[config.mk]
export PLATFORM = sky130hd
export DESIGN_NAME = cordic_rot_pipe
export DESIGN_NICKNAME = d
export VERILOG_FILES = /design/src/rtl/cordic_rot_pipe.sv
export SDC_FILE = /design/constraint.sdc
export NUM_CORES = 2
export LEC_CHECK = 0
export BUFFER_PORTS_ARGS = -buffer_cell sky130_fd_sc_hd__buf_2
export CAP_MARGIN = 40
export CORE_MARGIN = 3
export CORE_UTILIZATION = 50
export CTS_BUF_LIST = sky130_fd_sc_hd__clkbuf_8
export DETAILED_ROUTE_END_ITERATION = 6
export GPL_TIMING_DRIVEN = 0
export PLACE_DENSITY = 0.68
export SETUP_SLACK_MARGIN = 0.05
export SLEW_MARGIN = 20
export SYNTH_ARGS = -nofsm -noshare
export SYNTH_HDL_FRONTEND = slang
export SYNTH_SLANG_ARGS = --single-unit
export TNS_END_PERCENT = 1
[constraint.sdc]
create_clock -name clk -period 4.2 [get_ports clk]
set_clock_uncertainty 0.15 [all_clocks]
set_input_delay 0.84 -clock clk [delete_from_list [all_inputs] [get_ports clk]]
set_output_delay 0.84 -clock clk [all_outputs]
set_load 0.01 [all_outputs]
[src/rtl/cordic_rot_pipe.sv]
// Pipelined rotation-mode CORDIC: folded phase plus quadrant flag in, Q1.14 cos/sin of the
// original phase out, one sample per clock, fixed latency ITER+2.
module cordic_rot_pipe #(
  parameter int ITER   = 16,
  parameter int OUT_W  = 16,
  parameter int IW     = 20,
  parameter int X_INIT = 9949
) (
  input  logic                    clk,
  input  logic                    aresetn,
  input  logic                    in_valid,
  input  logic signed [21:0]      phase_pre,
  input  logic [1:0]              quadrant_flag,
  output logic                    out_valid,
  output logic signed [OUT_W-1:0] cos_out,
  output logic signed [OUT_W-1:0] sin_out
);
  localparam int ZW = 22;
  // IW-OUT_W guard bits sit below the Q1.14 LSB to absorb shift truncation
  localparam int GB = IW - OUT_W;
  localparam int RW = OUT_W + 1;
  localparam logic signed [IW-1:0] X0      = IW'(X_INIT * (2 ** GB));
  localparam logic signed [IW:0]   HALF    = (IW+1)'(2 ** (GB - 1));
  localparam logic signed [RW-1:0] POS_ONE = RW'(2 ** (OUT_W - 2));
  localparam logic signed [RW-1:0] NEG_ONE = -POS_ONE;

  function automatic logic signed [ZW-1:0] atan_rom(input int i);
    case (i)
      0:       atan_rom = 22'sd450000;
      1:       atan_rom = 22'sd265651;
      2:       atan_rom = 22'sd140362;
      3:       atan_rom = 22'sd71250;
      4:       atan_rom = 22'sd35763;
      5:       atan_rom = 22'sd17899;
      6:       atan_rom = 22'sd8952;
      7:       atan_rom = 22'sd4476;
      8:       atan_rom = 22'sd2238;
      9:       atan_rom = 22'sd1119;
      10:      atan_rom = 22'sd560;
      11:      atan_rom = 22'sd280;
      12:      atan_rom = 22'sd140;
      13:      atan_rom = 22'sd70;
      14:      atan_rom = 22'sd35;
      15:      atan_rom = 22'sd17;
      default: atan_rom = '0;
    endcase
  endfunction

  // Round half-up from the guard-bit format back to Q1.14
  function automatic logic signed [RW-1:0] round_q14(input logic signed [IW-1:0] v);
    logic signed [IW:0] t;
    t = {v[IW-1], v} + HALF;
    return t[IW:GB];
  endfunction

  function automatic logic signed [OUT_W-1:0] sat_q14(input logic signed [RW-1:0] v);
    if (v > POS_ONE) return POS_ONE[OUT_W-1:0];
    if (v < NEG_ONE) return NEG_ONE[OUT_W-1:0];
    return v[OUT_W-1:0];
  endfunction

  logic signed [IW-1:0] x_p [0:ITER];
  logic signed [IW-1:0] y_p [0:ITER];
  logic signed [ZW-1:0] z_p [0:ITER-1];
  logic [ITER:0]        vld_p;
  logic [ITER:0]        neg_p;
  logic signed [IW-1:0] x_fin, y_fin;
  logic                 unused_flag_msb;

  // Only bit 0 (Q2/Q3) decides the output sign; Q4 is already a signed folded phase.
  assign unused_flag_msb = quadrant_flag[1];

  always_comb begin
    x_fin = neg_p[ITER] ? -x_p[ITER] : x_p[ITER];
    y_fin = neg_p[ITER] ? -y_p[ITER] : y_p[ITER];
  end

  always_ff @(posedge clk or negedge aresetn) begin
    if (!aresetn) begin
      vld_p     <= '0;
      neg_p     <= '0;
      out_valid <= 1'b0;
      cos_out   <= '0;
      sin_out   <= '0;
      for (int i = 0; i <= ITER; i++) begin
        x_p[i] <= '0;
        y_p[i] <= '0;
      end
      for (int i = 0; i < ITER; i++) z_p[i] <= '0;
    end else begin
      // stage 0: input register
      vld_p  <= {vld_p[ITER-1:0], in_valid};
      neg_p  <= {neg_p[ITER-1:0], quadrant_flag[0]};
      x_p[0] <= X0;
      y_p[0] <= '0;
      z_p[0] <= phase_pre;
      // stages 1..ITER: micro-rotations
      for (int i = 0; i < ITER; i++) begin
        if (!z_p[i][ZW-1]) begin
          x_p[i+1] <= x_p[i] - (y_p[i] >>> i);
          y_p[i+1] <= y_p[i] + (x_p[i] >>> i);
        end else begin
          x_p[i+1] <= x_p[i] + (y_p[i] >>> i);
          y_p[i+1] <= y_p[i] - (x_p[i] >>> i);
        end
      end
      for (int i = 0; i < ITER - 1; i++) begin
        z_p[i+1] <= z_p[i][ZW-1] ? z_p[i] + atan_rom(i) : z_p[i] - atan_rom(i);
      end
      // stage ITER+1: quadrant correction, rounding, saturation
      out_valid <= vld_p[ITER];
      cos_out   <= sat_q14(round_q14(x_fin));
      sin_out   <= sat_q14(round_q14(y_fin));
    end
  end
endmodule
==> metrics <==
Slew HR 0.4118; Max Root-Sink Buffers 3; Skew-Pair Late Insertion Delay 0.87 ns; Most used DFF post-synth dfrtp_1; Slew Limit Fails 0; GRT Total Usage 0.2268; RSZ-0062 raised after global routing true; Syn Inst Count 7658; Die Area 146900 um2; Max stage delay on crit path 0.51 ns; Inserted Clock Buffers 179; post-synthesis cell type count 98; first-pass GRT wire length 276.7 mm; Crit Path Max Fanout 5; vias in the first global route 55790; area of the multi-input gates 45380 um2; Commonest cells post-synth 992 x dfrtp_1, 882 x ha_1, 741 x a21oi_1; CTS root buf clkbuf_8; asr flop ratio synth 1.000; Setup CP Type reg2reg; hpwl dp 130.4 mm; hold crit path type reg2reg; Cell Area, Synth 71160 um2; Routed Antenna Nets 0; placed cells 9606; syn nets 8608; CORE AREA 140400 um2; sequential area share after synthesis 0.3488; Yosys reg bits 992; drt first pass iters 6; Non-Filler Instances 9978; clock sink count 992; critical path data required time 4.81 ns; # port buffers 58; number of synthesized flops with an enable pin 0; CP cell instances or3_1 -> or4_1 -> clkbuf_1 -> ha_1 -> inv_1 -> o21ai_0 -> ha_1 -> and2_1 -> o311ai_1 -> a21oi_1 -> a2111oi_2 -> nor3_1 -> a211oi_2 -> a21oi_1 -> xnor2_1; wire per inst 16.87 um; largest net degree at the start of global routing 138; period utilization 0.9774; Layout area overhead 12.09%; die width 383.3 um; Final Hold Fails 0; arrival time at the worst endpoint 4.71 ns; CTS tree built; register area 24850 um2; placed cell areas 74120 um2; layout cells sized above 1 0.08754; crit end category flop; crit path time final 4.105 ns; Max Cap Violations 0; DRC Markers 0; synth warn 0; initial antenna violation count 3; post-route cell area 79760 um2; mean area per synthesized cell 9.292 um2; fillers 12200; via count 56490; drt via density 5.662; die height 383.3 um; # rows 137; Routed WL 168.3 mm; Synth area leaders dfrtp_1 35%, ha_1 16%, xnor2_1 8.3%; Worst Setup Start Kind flop; Final Setup Violations 0; post-synth top area share 0.3488; grt total ovfl 0; Max Clk Rate 243.6 MHz; top-count cell post-synth dfrtp_1; Slowest cell on crit path or4_1; nets@finish 8902; dominant cell type by area after synthesis dfrtp_1; clock transition at the registers of the reported paths 0.06 ns; Initial Util 0.5069; status completed; Iter 0 DRT Violations 3136; worst-margin pin slew 0.8742 ns; Placer Congestion 0.9099; IO Count 60; H-tree levels 4
[what timing repair did]
action	CTS	global route
setup buffers	15	4
endpoints found under the hold margin	130	0
hold buffers	25	0
gates resized for setup	167	145
setup endpoints to repair	248	127
pin swaps	10	12
[area by class of cell]
type | count | share of cell area
Buffer | 117 | 0.008282
Clock buffer | 230 | 0.03969
Sequential cell | 992 | 0.3116
Multi-Input combinational cell | 6170 | 0.5689
Timing Repair Buffer | 116 | 0.01250
Antenna cell | 3 | 0.00009412
Clock inverter | 98 | 0.01153
Tap cell | 1876 | 0.02943
Inverter | 376 | 0.01799
[layout by cell type, fill, tap and decap left out, drive strengths merged, types with 32 or more instances in the layout]
cell type / instances
o21ai: 358
ha: 882
fa: 41
nand2: 416
xnor2: 672
clkbuf: 311
mux2i: 32
and3: 80
or2: 44
nor4: 42
inv: 421
o41ai: 33
a211oi: 84
a21oi: 743
xor2: 326
o211ai: 47
o31ai: 49
dfrtp: 992
and2: 51
o21bai: 86
a21boi: 37
or3: 105
buf: 127
nor3: 269
o21a: 90
nand2b: 78
nor2b: 98
a21o: 138
nand3: 212
a31oi: 62
nor2: 702
[path summary, 6_finish.rpt]
path | from | end | slack [ns] | cells after the start
setup / recovery | x_p[96]$_DFF_PN0_ | y_p[79]$_DFF_PN0_ | 0.09 | 15
hold / removal | neg_p[13]$_DFF_PN0_ | neg_p[14]$_DFF_PN0_ | 0.18 | 0
setup reg to reg | x_p[96]$_DFF_PN0_ | y_p[79]$_DFF_PN0_ | 0.09 | 15
hold reg to reg | neg_p[13]$_DFF_PN0_ | neg_p[14]$_DFF_PN0_ | 0.18 | 0
max in group asynchronous | aresetn | z_p[329]$_DFF_PN0_ | 1.18 | 6
min in group asynchronous | aresetn | z_p[84]$_DFF_PN0_ | 0.49 | 3
[cells by family (layout without fill, tap and decap cells)]
group,after synthesis,count (layout),share of synthesized area
simple gates,2201,2201,0.1492
compound gates,1989,1989,0.1770
xor+xnor,998,998,0.1228
flops,992,992,0.3488
fa+ha+maj,923,923,0.1666
buf+inv,496,937,0.02674
mux,58,58,0.008616
other cells,1,4,0.00005270
[layer usage]
| layer | up-vias | share of wire | GRT usage |
|---|---|---|---|
| met5 | - | 0 | 0 |
| met4 | 0 | 0.036 | 0.08163 |
| met3 | 346 | 0.039 | 0.03279 |
| met2 | 1108 | 0.51 | 0.4145 |
| met1 | 26930 | 0.42 | 0.2692 |
| li1 | 28110 | - | - |
[flip-flops by register name (all words and copies together), names as in the netlist]
register,flops
sin_out,16
out_valid,1
x_p,297
vld_p,17
y_p,297
neg_p,17
cos_out,16
z_p,331
[critical path: cells and delay by family (launching register included)]
family	cells	cell delay, ns
and+or+nand+nor	4	1.23
adders and majority gates	2	0.62
AOI/OAI and AO/OA	6	1.22
DFF	1	0.44
buffers and inverters	2	0.22
xor gates and xnor gates	1	0.13
[metrics by stage]
step           hold WS [ns]  worst slack (ns)   TNS, ns  utilization
3_5_place_dp         0.1847            -1.696   -119.77       0.5280
6_report             0.1785           0.09489         0       0.5682
5_1_grt              0.1873           -0.1078   -0.3169       0.5681
3_3_place_gp         0.1816            -18.54         -       0.5257
2_1_floorplan        0.1812           0.03985         0            -
4_1_cts              0.1780          -0.02671  -0.02671       0.5635
Power is not shown: default switching activity piles up to over one toggle a cycle in this logic, so the estimate is an artifact.
